File: config.mk
export PLATFORM = sky130hd
export DESIGN_NAME = alu_frame_ctl_flat
export DESIGN_NICKNAME = d
export VERILOG_FILES = /design/src/rtl/alu_frame_pkg.sv /design/src/rtl/alu_frame_ctl_if.sv /design/src/rtl/frame_timer.sv /design/src/rtl/alu_frame_ctl.sv /design/src/flat_wrapper.sv
export SDC_FILE = /design/constraint.sdc
export NUM_CORES = 1
export LEC_CHECK = 0
export CORE_ASPECT_RATIO = 0.9
export CORE_MARGIN = 4
export CORE_UTILIZATION = 45
export CTS_BUF_LIST = sky130_fd_sc_hd__clkbuf_16
export DETAILED_ROUTE_END_ITERATION = 10
export GPL_TIMING_DRIVEN = 0
export HOLD_SLACK_MARGIN = 0.08
export PLACE_DENSITY = 0.8
export SLEW_MARGIN = 20
export SYNTH_ARGS = -nofsm -noshare
export SYNTH_HDL_FRONTEND = slang
export SYNTH_HIERARCHICAL = 1
export SYNTH_SLANG_ARGS = --single-unit
File: constraint.sdc
create_clock -name clk -period 5.7 [get_ports clk]
set_input_delay 0.57 -clock clk [delete_from_list [all_inputs] [get_ports clk]]
set_output_delay 0.57 -clock clk [all_outputs]
set_load 0.03 [all_outputs]
File: src/rtl/alu_frame_pkg.sv
// Shared types and constants for the framed ALU command sequencer.
// Covers FSM state encoding, STATUS byte layout and counter helpers.
package alu_frame_pkg;

    typedef enum logic [3:0] {
        StIdle,
        StGetOpc,
        StGetA,
        StGetB,
        StGetChk,
        StExec,
        StWaitAlu,
        StTxRes,
        StWaitRes,
        StTxStat,
        StWaitStat
    } state_e;

    localparam logic [7:0] DefaultSyncByte = 8'hA5;

    localparam int unsigned StatusCoutBit   = 0;
    localparam int unsigned StatusZeroBit   = 1;
    localparam int unsigned StatusChkErrBit = 2;
    localparam int unsigned StatusOpErrBit  = 3;
    localparam int unsigned StatusSeqLsb    = 4;

    function automatic logic [7:0] pack_status(input logic [3:0] seq, input logic op_err,
                                               input logic chk_err, input logic zero,
                                               input logic cout);
        logic [7:0] s;
        s                      = '0;
        s[StatusSeqLsb +: 4]   = seq;
        s[StatusOpErrBit]      = op_err;
        s[StatusChkErrBit]     = chk_err;
        s[StatusZeroBit]       = zero;
        s[StatusCoutBit]       = cout;
        return s;
    endfunction

    function automatic logic [7:0] sat_inc8(input logic [7:0] v);
        return (v == 8'hFF) ? v : v + 8'd1;
    endfunction

endpackage

File: src/rtl/alu_frame_ctl_if.sv
// UART and ALU handshake bundle between the frame sequencer and its peers.
// The master modport is the sequencer side; slave is the UART/ALU side.
interface alu_frame_ctl_if;
    logic       rx_d_val;
    logic [7:0] rx_data;
    logic       en_rx;
    logic       tx_d_end;
    logic [7:0] tx_data;
    logic       en_tx;
    logic [7:0] alu_data_a;
    logic [7:0] alu_data_b;
    logic [2:0] alu_cs;
    logic       alu_cin;
    logic       en_alu;
    logic [7:0] alu_s;
    logic       alu_zero;
    logic       alu_cout;

    modport master (
        input  rx_d_val, rx_data, tx_d_end, alu_s, alu_zero, alu_cout,
        output en_rx, tx_data, en_tx, alu_data_a, alu_data_b, alu_cs, alu_cin, en_alu
    );

    modport slave (
        output rx_d_val, rx_data, tx_d_end, alu_s, alu_zero, alu_cout,
        input  en_rx, tx_data, en_tx, alu_data_a, alu_data_b, alu_cs, alu_cin, en_alu
    );
endinterface

File: src/rtl/frame_timer.sv
// Inter-byte timeout counter: clears on load, counts while enabled, flags the last cycle.
// expire_o is level-true at TIMEOUT_CYC-1; the consumer leaves the counting state at once.
module frame_timer #(
    parameter int unsigned TIMEOUT_CYC = 1_000_000
) (
    input  logic clk,
    input  logic rst_n,
    input  logic clr_i,
    input  logic en_i,
    output logic expire_o
);
    localparam int unsigned CntW = (TIMEOUT_CYC > 1) ? $clog2(TIMEOUT_CYC) : 1;
    localparam logic [CntW-1:0] LastCnt = CntW'(TIMEOUT_CYC - 1);

    logic [CntW-1:0] cnt_q, cnt_d;

    always_comb begin
        cnt_d = cnt_q;
        if (clr_i) begin
            cnt_d = '0;
        end else if (en_i && (cnt_q != LastCnt)) begin
            cnt_d = cnt_q + CntW'(1);
        end
    end

    always_ff @(posedge clk or negedge rst_n) begin
        if (!rst_n) begin
            cnt_q <= '0;
        end else begin
            cnt_q <= cnt_d;
        end
    end

    assign expire_o = (cnt_q == LastCnt);
endmodule

File: src/rtl/alu_frame_ctl.sv
// Framed command sequencer: receives SYNC,OPC,A,B,CHK over UART, fires the ALU once
// and replies RES,STATUS; handles resync, inter-byte timeout and error counting.
module alu_frame_ctl
    import alu_frame_pkg::*;
#(
    parameter logic [7:0]  SYNC_BYTE   = DefaultSyncByte,
    parameter int unsigned TIMEOUT_CYC = 1_000_000,
    parameter int unsigned ALU_LAT     = 1
) (
    input  logic                   clk,
    input  logic                   rst_n,
    alu_frame_ctl_if.master        bus,
    output logic                   busy,
    output logic [7:0]             err_cnt
);
    localparam int unsigned LatW = (ALU_LAT > 1) ? $clog2(ALU_LAT) : 1;
    localparam logic [LatW-1:0] LastLat = LatW'(ALU_LAT - 1);

    state_e state_q, state_d;
    logic [7:0] opc_q, opc_d, a_q, a_d, b_q, b_d, res_q, res_d;
    logic [7:0] err_cnt_q, err_cnt_d;
    logic [3:0] seq_q, seq_d;
    logic [LatW-1:0] lat_q, lat_d;
    logic zero_q, zero_d, cout_q, cout_d, chk_err_q, chk_err_d, op_err_q, op_err_d;
    logic en_rx_q, en_rx_d;
    logic timer_clr, timer_en, timer_expire;
    logic chk_err_now, op_err_now;

    frame_timer #(
        .TIMEOUT_CYC(TIMEOUT_CYC)
    ) u_timer (
        .clk     (clk),
        .rst_n   (rst_n),
        .clr_i   (timer_clr),
        .en_i    (timer_en),
        .expire_o(timer_expire)
    );

    assign chk_err_now = (bus.rx_data != (opc_q ^ a_q ^ b_q));
    assign op_err_now  = |opc_q[7:4];

    always_comb begin
        state_d   = state_q;
        opc_d     = opc_q;
        a_d       = a_q;
        b_d       = b_q;
        res_d     = res_q;
        zero_d    = zero_q;
        cout_d    = cout_q;
        chk_err_d = chk_err_q;
        op_err_d  = op_err_q;
        seq_d     = seq_q;
        err_cnt_d = err_cnt_q;
        lat_d     = lat_q;
        timer_clr = 1'b1;
        timer_en  = 1'b0;

        unique case (state_q)
            StIdle: begin
                if (bus.rx_d_val && (bus.rx_data == SYNC_BYTE)) state_d = StGetOpc;
            end
            StGetOpc, StGetA, StGetB, StGetChk: begin
                if (bus.rx_d_val) begin
                    // A byte arriving on the expiry cycle still belongs to the frame.
                    unique case (state_q)
                        StGetOpc: begin opc_d = bus.rx_data; state_d = StGetA;   end
                        StGetA:   begin a_d   = bus.rx_data; state_d = StGetB;   end
                        StGetB:   begin b_d   = bus.rx_data; state_d = StGetChk; end
                        default: begin
                            chk_err_d = chk_err_now;
                            op_err_d  = op_err_now;
                            if (chk_err_now || op_err_now) begin
                                res_d     = 8'h00;
                                zero_d    = 1'b0;
                                cout_d    = 1'b0;
                                err_cnt_d = sat_inc8(err_cnt_q);
                                state_d   = StTxRes;
                            end else begin
                                state_d = StExec;
                            end
                        end
                    endcase
                end else begin
                    timer_clr = 1'b0;
                    timer_en  = 1'b1;
                    if (timer_expire) begin
                        err_cnt_d = sat_inc8(err_cnt_q);
                        state_d   = StIdle;
                    end
                end
            end
            StExec: begin
                lat_d   = '0;
                state_d = StWaitAlu;
            end
            StWaitAlu: begin
                if (lat_q == LastLat) begin
                    res_d   = bus.alu_s;
                    zero_d  = bus.alu_zero;
                    cout_d  = bus.alu_cout;
                    state_d = StTxRes;
                end else begin
                    lat_d = lat_q + LatW'(1);
                end
            end
            StTxRes:   state_d = StWaitRes;
            StWaitRes: if (bus.tx_d_end) state_d = StTxStat;
            StTxStat:  state_d = StWaitStat;
            StWaitStat: begin
                if (bus.tx_d_end) begin
                    seq_d   = seq_q + 4'd1;
                    state_d = StIdle;
                end
            end
            default: state_d = StIdle;
        endcase

        en_rx_d = (state_d inside {StIdle, StGetOpc, StGetA, StGetB, StGetChk});
    end

    always_ff @(posedge clk or negedge rst_n) begin
        if (!rst_n) begin
            state_q   <= StIdle;
            opc_q     <= '0;
            a_q       <= '0;
            b_q       <= '0;
            res_q     <= '0;
            zero_q    <= 1'b0;
            cout_q    <= 1'b0;
            chk_err_q <= 1'b0;
            op_err_q  <= 1'b0;
            seq_q     <= '0;
            err_cnt_q <= '0;
            lat_q     <= '0;
            en_rx_q   <= 1'b0;
        end else begin
            state_q   <= state_d;
            opc_q     <= opc_d;
            a_q       <= a_d;
            b_q       <= b_d;
            res_q     <= res_d;
            zero_q    <= zero_d;
            cout_q    <= cout_d;
            chk_err_q <= chk_err_d;
            op_err_q  <= op_err_d;
            seq_q     <= seq_d;
            err_cnt_q <= err_cnt_d;
            lat_q     <= lat_d;
            en_rx_q   <= en_rx_d;
        end
    end

    always_comb begin
        bus.tx_data = 8'h00;
        if (state_q inside {StTxRes, StWaitRes}) begin
            bus.tx_data = res_q;
        end else if (state_q inside {StTxStat, StWaitStat}) begin
            bus.tx_data = pack_status(seq_q, op_err_q, chk_err_q, zero_q, cout_q);
        end
    end

    assign bus.en_rx      = en_rx_q;
    assign bus.en_tx      = (state_q == StTxRes) || (state_q == StTxStat);
    assign bus.en_alu     = (state_q == StExec);
    assign bus.alu_data_a = a_q;
    assign bus.alu_data_b = b_q;
    assign bus.alu_cs     = opc_q[2:0];
    assign bus.alu_cin    = opc_q[3];
    assign busy           = (state_q != StIdle);
    assign err_cnt        = err_cnt_q;
endmodule

File: src/flat_wrapper.sv
// flat-port wrapper written by rule: the top's interface ports become plain ports
module alu_frame_ctl_flat import alu_frame_pkg::*;
#(
    parameter logic [7:0]  SYNC_BYTE   = DefaultSyncByte,
    parameter int unsigned TIMEOUT_CYC = 1_000_000,
    parameter int unsigned ALU_LAT     = 1
)
  (clk, rst_n, busy, err_cnt, bus_rx_d_val, bus_rx_data, bus_tx_d_end, bus_alu_s, bus_alu_zero, bus_alu_cout, bus_en_rx, bus_tx_data, bus_en_tx, bus_alu_data_a, bus_alu_data_b, bus_alu_cs, bus_alu_cin, bus_en_alu);
  alu_frame_ctl_if bus_i ();
  input  logic clk;
  input  logic rst_n;
  output logic busy;
  output logic [7:0] err_cnt;
  input wire logic [$bits(bus_i.rx_d_val)-1:0] bus_rx_d_val;
  input wire logic [$bits(bus_i.rx_data)-1:0] bus_rx_data;
  input wire logic [$bits(bus_i.tx_d_end)-1:0] bus_tx_d_end;
  input wire logic [$bits(bus_i.alu_s)-1:0] bus_alu_s;
  input wire logic [$bits(bus_i.alu_zero)-1:0] bus_alu_zero;
  input wire logic [$bits(bus_i.alu_cout)-1:0] bus_alu_cout;
  output wire logic [$bits(bus_i.en_rx)-1:0] bus_en_rx;
  output wire logic [$bits(bus_i.tx_data)-1:0] bus_tx_data;
  output wire logic [$bits(bus_i.en_tx)-1:0] bus_en_tx;
  output wire logic [$bits(bus_i.alu_data_a)-1:0] bus_alu_data_a;
  output wire logic [$bits(bus_i.alu_data_b)-1:0] bus_alu_data_b;
  output wire logic [$bits(bus_i.alu_cs)-1:0] bus_alu_cs;
  output wire logic [$bits(bus_i.alu_cin)-1:0] bus_alu_cin;
  output wire logic [$bits(bus_i.en_alu)-1:0] bus_en_alu;
  assign bus_i.rx_d_val = bus_rx_d_val;
  assign bus_i.rx_data = bus_rx_data;
  assign bus_i.tx_d_end = bus_tx_d_end;
  assign bus_i.alu_s = bus_alu_s;
  assign bus_i.alu_zero = bus_alu_zero;
  assign bus_i.alu_cout = bus_alu_cout;
  assign bus_en_rx = bus_i.en_rx;
  assign bus_tx_data = bus_i.tx_data;
  assign bus_en_tx = bus_i.en_tx;
  assign bus_alu_data_a = bus_i.alu_data_a;
  assign bus_alu_data_b = bus_i.alu_data_b;
  assign bus_alu_cs = bus_i.alu_cs;
  assign bus_alu_cin = bus_i.alu_cin;
  assign bus_en_alu = bus_i.en_alu;
  alu_frame_ctl #(.SYNC_BYTE(SYNC_BYTE), .TIMEOUT_CYC(TIMEOUT_CYC), .ALU_LAT(ALU_LAT)) u_core (.clk(clk), .rst_n(rst_n), .bus(bus_i), .busy(busy), .err_cnt(err_cnt));
endmodule
-- Word-level counts from Yosys, hierarchy flattened
Cells that the tools add are included.
- $add $sub $neg: 4
- eq/ne operators: 25
- multiplexer cells: 36
- bitwise gates (word level): 3
- reductions and logical operators: 24
- operators by type and width (kind ; count):
    $mux 8 ; 11
    $mux 20 ; 2
    $pmux 4 s8 ; 1
    $mux 4 ; 6
    $add 20x1->20 const B ; 1
    $eq 20x20->1 const B ; 1
    $eq 4x3->1 const B ; 5
    $ne 20x20->1 const B ; 1
    $eq 4x2->1 const B ; 4
    $eq 8x8->1 const B ; 2
    $pmux 8 s2 ; 1
    $xor 8x8->8 ; 2
    $eq 4x4->1 const B ; 3
    $pmux 4 s3 ; 1
    $reduce_and 3->1 ; 4
    $reduce_bool 2->1 ; 6
    $mux 1 ; 10
    $add 8x1->8 const B ; 1
    $eq 4x1->1 const B ; 2
    $logic_not 4->1 ; 2
    $ne 2x2->1 const B ; 4
    $ne 8x8->1 ; 1
    $reduce_or 4->1 ; 2
    $pmux 1 s2 ; 3
    other kinds (13) ; 16
- flip-flop bits (word level): 74
- input port bits: 22
- output and inout port bits: 40
- word-level logic and storage cells: 106

-- Longest topological paths before layout
- word-level depth: 10
- mapped depth: 10
- depth with buffers taken out: 9

-- Modules after synthesis
Netlist, hierarchy kept.
- modules (own cells, without submodules) (module ; times used ; cells each ; area an instance (µm²)):
    alu_frame_ctl ; 1 ; 264 ; 2885.3
    frame_timer ; 1 ; 113 ; 1128.6

-- Worst setup path before layout
Ideal clock, no wire load.
- kind: flip-flop to output port
- start: reg u_core.state_q[0]
- end: out bus_tx_data[0]
- arrival: 1.902 ns
- data required time: 5.130 ns
- slack: 3.228 ns
- cell stages (with the launch flop): 5
- buffers on the path: 2
- path through: dfrtp_1 > clkbuf_1 > buf_1 > mux2i_1 > o21ai_0
- longest elaborated chain between the ends: 4
- elaborated cells on any way between the ends: 8
- classes of those cells: 4 x eq/ne; 2 x mux; 2 x reduce/logical
- ends and longest elaborated chain (what ; RTL line ; source):
    start: declaration ; alu_frame_ctl.sv:19 ; state_e state_q, state_d;
    start signal: assignment ; alu_frame_ctl.sv:123 ; state_q <= StIdle;
    start signal: assignment ; alu_frame_ctl.sv:137 ; state_q <= state_d;
    $eq 4x4->1 ; alu_frame_ctl.sv:157 ; end else if (state_q inside {StTxStat, StWaitStat}) begin
    $reduce_bool 2->1 ; alu_frame_ctl.sv:157 ;
    $mux 8 ; alu_frame_ctl.sv:157 ;
    $mux 8 * ; alu_frame_ctl.sv:155 ; if (state_q inside {StTxRes, StWaitRes}) begin
    end: declaration ; flat_wrapper.sv:21 ; output wire logic [$bits(bus_i.tx_data)-1:0] bus_tx_data;
Mark *: on every way between the ends. The rest lies on a longest branch, timed or not.

-- Final worst setup path
- start: reg u_core.state_q[0]
- end: out bus_tx_data[5]
The elaborated chain is that of the path after synthesis.

==> impl_results.md <==
* Final GP Congestion at 0.9566
* Slew Viols, Final at 0
* Net Sw Frac at 39.35%
* Psw at 1.036 mW
* Cell taking the most area after synthesis: dfrtp_1
* Final Setup Violations at 0
* Vias in the first global route at 3317
* Critical path's top delay family: buffers and inverters
* Combinational share of power at 46.6%
* Drt wl/cell at 16.03 um
* Die area at 10500 um2
* Layout cells sized above 1 at 13.85%
* WP data arrival at 2.83 ns
* Post-synthesis sequential area ratio at 45.51%
* Lkg Pwr at 2.088 nW
* IO buf count at 61
* Largest net degree at the start of global routing at 42
* Ports at 62
* Setup TNS at 0 ns
* Ys async rst share at 100.0%
* Worst Skew at 0.007205 ns
* Synth Area per Inst at 10.65 um2
* Crit Path Class: reg2out
* Top-count cell post-synth: dfrtp_1
* Peak VDD IR at 0.3735 mV
* Unique masters post-synth at 56
* Number of CTS-inserted buffers at 9
* Drt first pass iters at 4
* First-pass GRT wire length at 15930 um
* Mapped Nets at 402
* Hold slack at 0.1841 ns
* Pwr Density at 515.8 nW/um2
* Max-cap violations at 0
* Main synth FF type: dfrtp_1
* Crit path time final at 3.400 ns
* Req. time, crit path at 5.13 ns
* Yosys reg bits at 73
* Reg clk slew, reported paths at 0.06 ns
* Final Hold Vio Count at 0
* Most used cell, CP: nand2_1
* Post-CTS setup buffer count at 0
* Initial antenna violation count at 0
* CP max-delay cell: clkdlybuf4s50_1
* Final clock period utilization by the worst path at 59.66%
* Detail Route Antenna Nets at 0
* Synth warnings at 6
* Class of the worst hold path: in2async
* Diode count at 0
* Total GRT Usage at 18.66%
* Detailed placement HPWL at 6564 um
* Clock Latency Late Sink at 0.33 ns
* CTS Buffer Depth at 2
* CTS sink cnt at 73
* TritonCTS clock tree: built
* Clk root buf: clkbuf_16
* R2r worst-path depth at 8
* Synth top area share at 45.51%
* Largest cells by area after synthesis: dfrtp_1, mux2_2, xnor2_1
* Crit-path max FO at 10
* Worst relative slew slack at 44.97%
* P_int at 1.596 mW
* Number of gates resized after CTS at 0
* Via density at 5.537
* CP max stage delay at 0.70 ns
* RSZ-0062 raised after global routing: false
* DRC at 0
* Worst path cell trace: clkbuf_1 > nand2_1 > nor2_1 > a22o_1 > nand2_1 > o21ai_0 > clkdlybuf4s50_1
* Die width at 107.6 um
* Synthesized cell area at 4014 um2
* Sequential power share at 31.2%
* Max Fclk at 294.1 MHz
* Clock share of power at 22.2%
* Nets at 475
* Hold-fix buffers, CTS at 0
* Area grow syn2layout at 27.12%
* Gr ovfl total at 0
* H-tree Lvls at 3
* DRT iter0 DRCs at 172
* Critical path startpoint category: register
* Post-synth EDFFs at 0
* CP bufs+invs at 2
* Synth Instances at 377
* DIE HEIGHT at 97.60 um
* Core ar. at 8648 um2
* Starting density of the core at 46.41%
* Worst-margin pin slew at 0.8224 ns
* Critical path endpoint category: output port
* Status: complete, no violations
* Commonest cells post-synth: dfrtp_1, nand2_1, mux2_2
* Routed WL at 9203 um
* CP Depth at 7
* Via count at 3178
* FP Rows at 32
==> cells by family (layout without fill, tap and decap cells) <==
kind of cell / Yosys count / in the layout / share of synthesized area, %
flops: 73 / 73 / 45.51
compound gates: 69 / 69 / 11.94
mux: 37 / 37 / 10.26
simple gates: 130 / 130 / 19.23
fa+ha+maj: 3 / 3 / 0.9353
xor+xnor: 44 / 44 / 9.601
buf+inv: 21 / 99 / 2.525
==> final timing paths <==
path | slack (ns) | start | to
setup / recovery | 2.30 | u_core/state_q[0] | bus_tx_data[5]
hold / removal | 0.18 | rst_n | u_core/bus.alu_data_b[3]
setup reg to reg | 2.96 | u_core/u_timer/cnt_q[12] | u_core/err_cnt[5]
hold reg to reg | 0.50 | u_core/seq_q[3] | u_core/seq_q[3]
max in group asynchronous | 4.95 | rst_n | u_core/seq_q[3]
min in group clk | 0.50 | u_core/seq_q[3] | u_core/seq_q[3]
==> power groups by stage <==
stage          clock network (mW)  logic (mW)  registers, mW
2_1_floorplan                   0       0.722          0.934
3_3_place_gp                    0        1.19          0.818
3_5_place_dp                    0        1.22          0.826
4_1_cts                     0.595        1.23          0.821
5_1_grt                     0.620        1.32          0.846
6_report                    0.585        1.23          0.821
==> layout make-up <==
class / count / area (um2)
Buffer: 17 / 86.33
Tap cell: 119 / 148.9
Multi-Input combinational cell: 283 / 2086
Sequential cell: 73 / 1827
Inverter: 4 / 15.01
Clock buffer: 9 / 225.2
Timing Repair Buffer: 62 / 628.1
Clock inverter: 7 / 86.33
Fill cell: 752 / 3546
==> sequential cells by signal, summed over array words and instances, names as in the netlist <==
| name | count |
|---|---|
| u_core/bus.alu_data_a | 8 |
| u_core/bus.alu_data_b | 8 |
| u_core/bus.en_rx | 1 |
| u_core/chk_err_q | 1 |
| u_core/cout_q | 1 |
| u_core/err_cnt | 8 |
| u_core/op_err_q | 1 |
| u_core/opc_q | 8 |
| u_core/res_q | 8 |
| u_core/seq_q | 4 |
| u_core/state_q | 4 |
| u_core/u_timer/cnt_q | 20 |
| u_core/zero_q | 1 |
==> metrics by stage <==
| step | area (um2) | power (mW) | std cells | worst slack, ns | util [%] |
|---|---|---|---|---|---|
| floorplan | 4014 | 1.656 | 377 | 3.228 | - |
| global placement | 4773 | 2.012 | 557 | 1.589 | 55.19 |
| detailed placement | 4791 | 2.047 | 558 | 2.684 | 55.40 |
| CTS | 5102 | 2.650 | 574 | 2.303 | 59.00 |
| global route | 5102 | 2.786 | 574 | 2.077 | 59.00 |
| finish | 5102 | 2.632 | 574 | 2.300 | 59.00 |
==> metal layers <==
metal / track usage [%] / wire, um / vias to the layer above
met4: 6.117 / 123 / 0
met2: 30.16 / 4525 / 84
met5: 0 / 0 / -
met1: 24.59 / 4058 / 1565
met3: 4.452 / 496 / 11
li1: - / - / 1518
==> worst reg2reg max path: stages (launching register included) <==
cell and delay [ns]:
dfrtp_1 0.46, nor4bb_4 0.36, nand4b_4 0.20, nor2_1 0.30, nand3_1 0.13, a211oi_1 0.53
nand4_1 0.22, nor3_1 0.23, xor2_1 0.23
==> cell usage in the layout (no fill, tap or decap), drive strengths merged, types with 15 or more instances in the layout <==
| cell | netlist | routed |
|---|---|---|
| mux2 | 27 | 27 |
| clkdlybuf4s50 | 0 | 60 |
| clkbuf | 8 | 17 |
| a22o | 18 | 18 |
| xnor2 | 22 | 22 |
| a21oi | 15 | 15 |
| dfrtp | 73 | 73 |
| o21ai | 18 | 18 |
| nand2 | 29 | 29 |
| xor2 | 22 | 22 |
| nor2 | 23 | 23 |
Power figures use the tool's default switching activity.
==> RTL edit, RTL diff (same settings) <==
Make the reset (`rst_n`) synchronous in 2 clocked blocks.
--- a/src/rtl/frame_timer.sv
+++ b/src/rtl/frame_timer.sv
@@ -23,7 +23,7 @@
         end
     end
 
-    always_ff @(posedge clk or negedge rst_n) begin
+    always_ff @(posedge clk) begin
         if (!rst_n) begin
             cnt_q <= '0;
         end else begin
--- a/src/rtl/alu_frame_ctl.sv
+++ b/src/rtl/alu_frame_ctl.sv
@@ -118,7 +118,7 @@
         en_rx_d = (state_d inside {StIdle, StGetOpc, StGetA, StGetB, StGetChk});
     end
 
-    always_ff @(posedge clk or negedge rst_n) begin
+    always_ff @(posedge clk) begin
         if (!rst_n) begin
             state_q   <= StIdle;
             opc_q     <= '0;
Check against the original RTL: differs if rst_n is asserted again (counterexample within 4 cycles, from zero or initial values and one cycle with rst_n low); with rst_n held inactive, the same outputs for 10 cycles.
==> RTL edit against the unedited design <==
Setup slack improved by 0.13 ns. First-iteration DRC count rose by 45%. Cell area down 6.0%. Die area fell by 4.7%. Sequential cell count did not move. Wire length grew 5.4%. Area after synthesis fell by 5.1%. Critical path type unchanged.
Power is not compared: it rests on default switching activity, and its combinational part moved more than twofold at a synthesized area within 25%.
==> RTL edit: results (changes against the unedited design) <==
| Metric | Value |
|---|---|
| GPL Wtd Cong | `0.9080 (-5.1%)` |
| Clk_skew | `0.006585 ns (-0.0006194 ns)` |
| Pre-CTS setup slack | `2.708 ns (+0.02327 ns)` |
| Largest register FFs | `20 (unchanged)` |
| Hold WC Path Type | `flip-flop to flip-flop` |
| Via density | `5.707 (+3.1%)` |
| Wire length on met2 | `4.489 mm (-0.80%)` |
| Drt initial violations | `250 (+45%)` |
| Reg with most FFs | `u_core/u_timer/cnt_q` |
| Area after DPL | `0.004542 mm^2 (-5.2%)` |
| Final Net Count | `539 (+13%)` |
| Critical path launch point | `u_core/state_q[0]` |
| Hold EP | `u_core/zero_q` |
| Vias in the first global route | `3480 (+4.9%)` |
| GR Util All Layers | `20.42% (+1.8 points)` |
| First-pass GRT wire length | `16.43 mm (+3.2%)` |
| DR WL met3 | `696 um (+40%)` |
| Post-synth top cells | `dfxtp_1 (73), nor2_1 (54), nand2_1 (34), mux2i_1 (31), xnor2_1 (25)` |
| CP top delay family | `buffers and inverters` |
| Worst reg-to-reg path cell count | `10 (+2)` |
| Met2 Track Usage GR | `33.76% (+3.6 points)` |
| Worst path slowest cell | `clkdlybuf4s50_1` |
| Largest net degree at the start of global routing | `12 (-71%)` |
| WL per Instance | `15.72 um (-2.0%)` |
| Outcome | `finished clean` |
| Met1 global-route usage | `25.55% (+0.97 points)` |
| Dpl hpwl | `6.893 mm (+5.0%)` |
| Syn_nets | `467 (+16%)` |
| Fillers | `694 (-7.7%)` |
| Synth Area per Inst | `8.614 um^2 (-19%)` |
| Asr flop ratio synth | `0% (-100 points)` |
| TritonRoute pass-1 iters | `5 (+1)` |
| Sequential area share after synthesis | `38.38% (-7.1 points)` |
| Layout cells sized above 1 | `5.405% (-8.4 points)` |
| Met3 Resource Use GR | `5.823% (+1.4 points)` |
| Leading post-synthesis cells by cell area | `dfxtp_1 (38%), mux2i_1 (8.1%), xnor2_1 (5.8%)` |
| Worst slew margin | `50.90% (+5.9 points)` |
| Worst r2r src | `u_core/u_timer/cnt_q[0]` |
| DRT met1 WL | `4.357 mm (+7.4%)` |
| Post-route insts no fill | `617 (+7.5%)` |
| Crit path arrival time | `2.70 ns (-0.13 ns)` |
| Synth cell types | `55 (-1.8%)` |
| Worst reg2reg setup slack | `2.91 ns (-0.05 ns)` |
| Reg-to-reg endpoint | `u_core/err_cnt[6]` |
==> RTL edit: cell types whose count changed after synthesis, sizes merged, moves of 7 or more <==
cell | before | now
mux2i | 10 | 31
mux2 | 27 | 0
xor2 | 22 | 8
clkbuf | 8 | 19
a22o | 18 | 10
dfxtp | 0 | 73
nor2 | 23 | 54
dfrtp | 73 | 0
inv | 4 | 11
a22oi | 1 | 10
==> RTL edit: cells by family after synthesis <==
logic type / after synthesis / share of synthesized area, %
AO/OA/AOI/OAI: 84 / 14.89
XOR/XNOR: 33 / 7.591
adder cells (fa/ha/maj): 3 / 0.9860
buffers and inverters: 34 / 3.680
flip-flops: 73 / 38.38
multiplexers: 31 / 8.150
AND/OR/NAND/NOR: 184 / 26.32
==> RTL edit: worst max path at each step <==
stage	endpoint	slack [ns]	cells past startpoint
after global placement	u_core/err_cnt[5]	2.73	8
after global routing	bus_tx_data[3]	2.19	6
after detailed placement	u_core/err_cnt[5]	2.71	8
final	bus_tx_data[3]	2.43	6
after CTS	bus_tx_data[3]	2.43	6
after floorplan	u_core/err_cnt[6]	3.29	10
==> RTL edit: layout make-up <==
| cell class | count | area [um^2] | share of cell area (%) |
|---|---|---|---|
| well taps | 99 | 123.9 | 2.584 |
| repair buffers | 61 | 610.6 | 12.73 |
| multi-input cells | 335 | 2206 | 46.01 |
| clock buffers | 9 | 225.2 | 4.697 |
| plain buffers | 23 | 98.84 | 2.062 |
| inverters | 11 | 41.29 | 0.8612 |
| flip-flops and latches | 73 | 1461 | 30.48 |
| clock inverters | 6 | 27.53 | 0.5741 |
==> RTL edit: power by group <==
part,switching (mW),internal (mW)
Clock,0.199,0.285
Sequential,0.000166,0.511
Combinational,0.0219,0.0208
Total,0.222,0.817
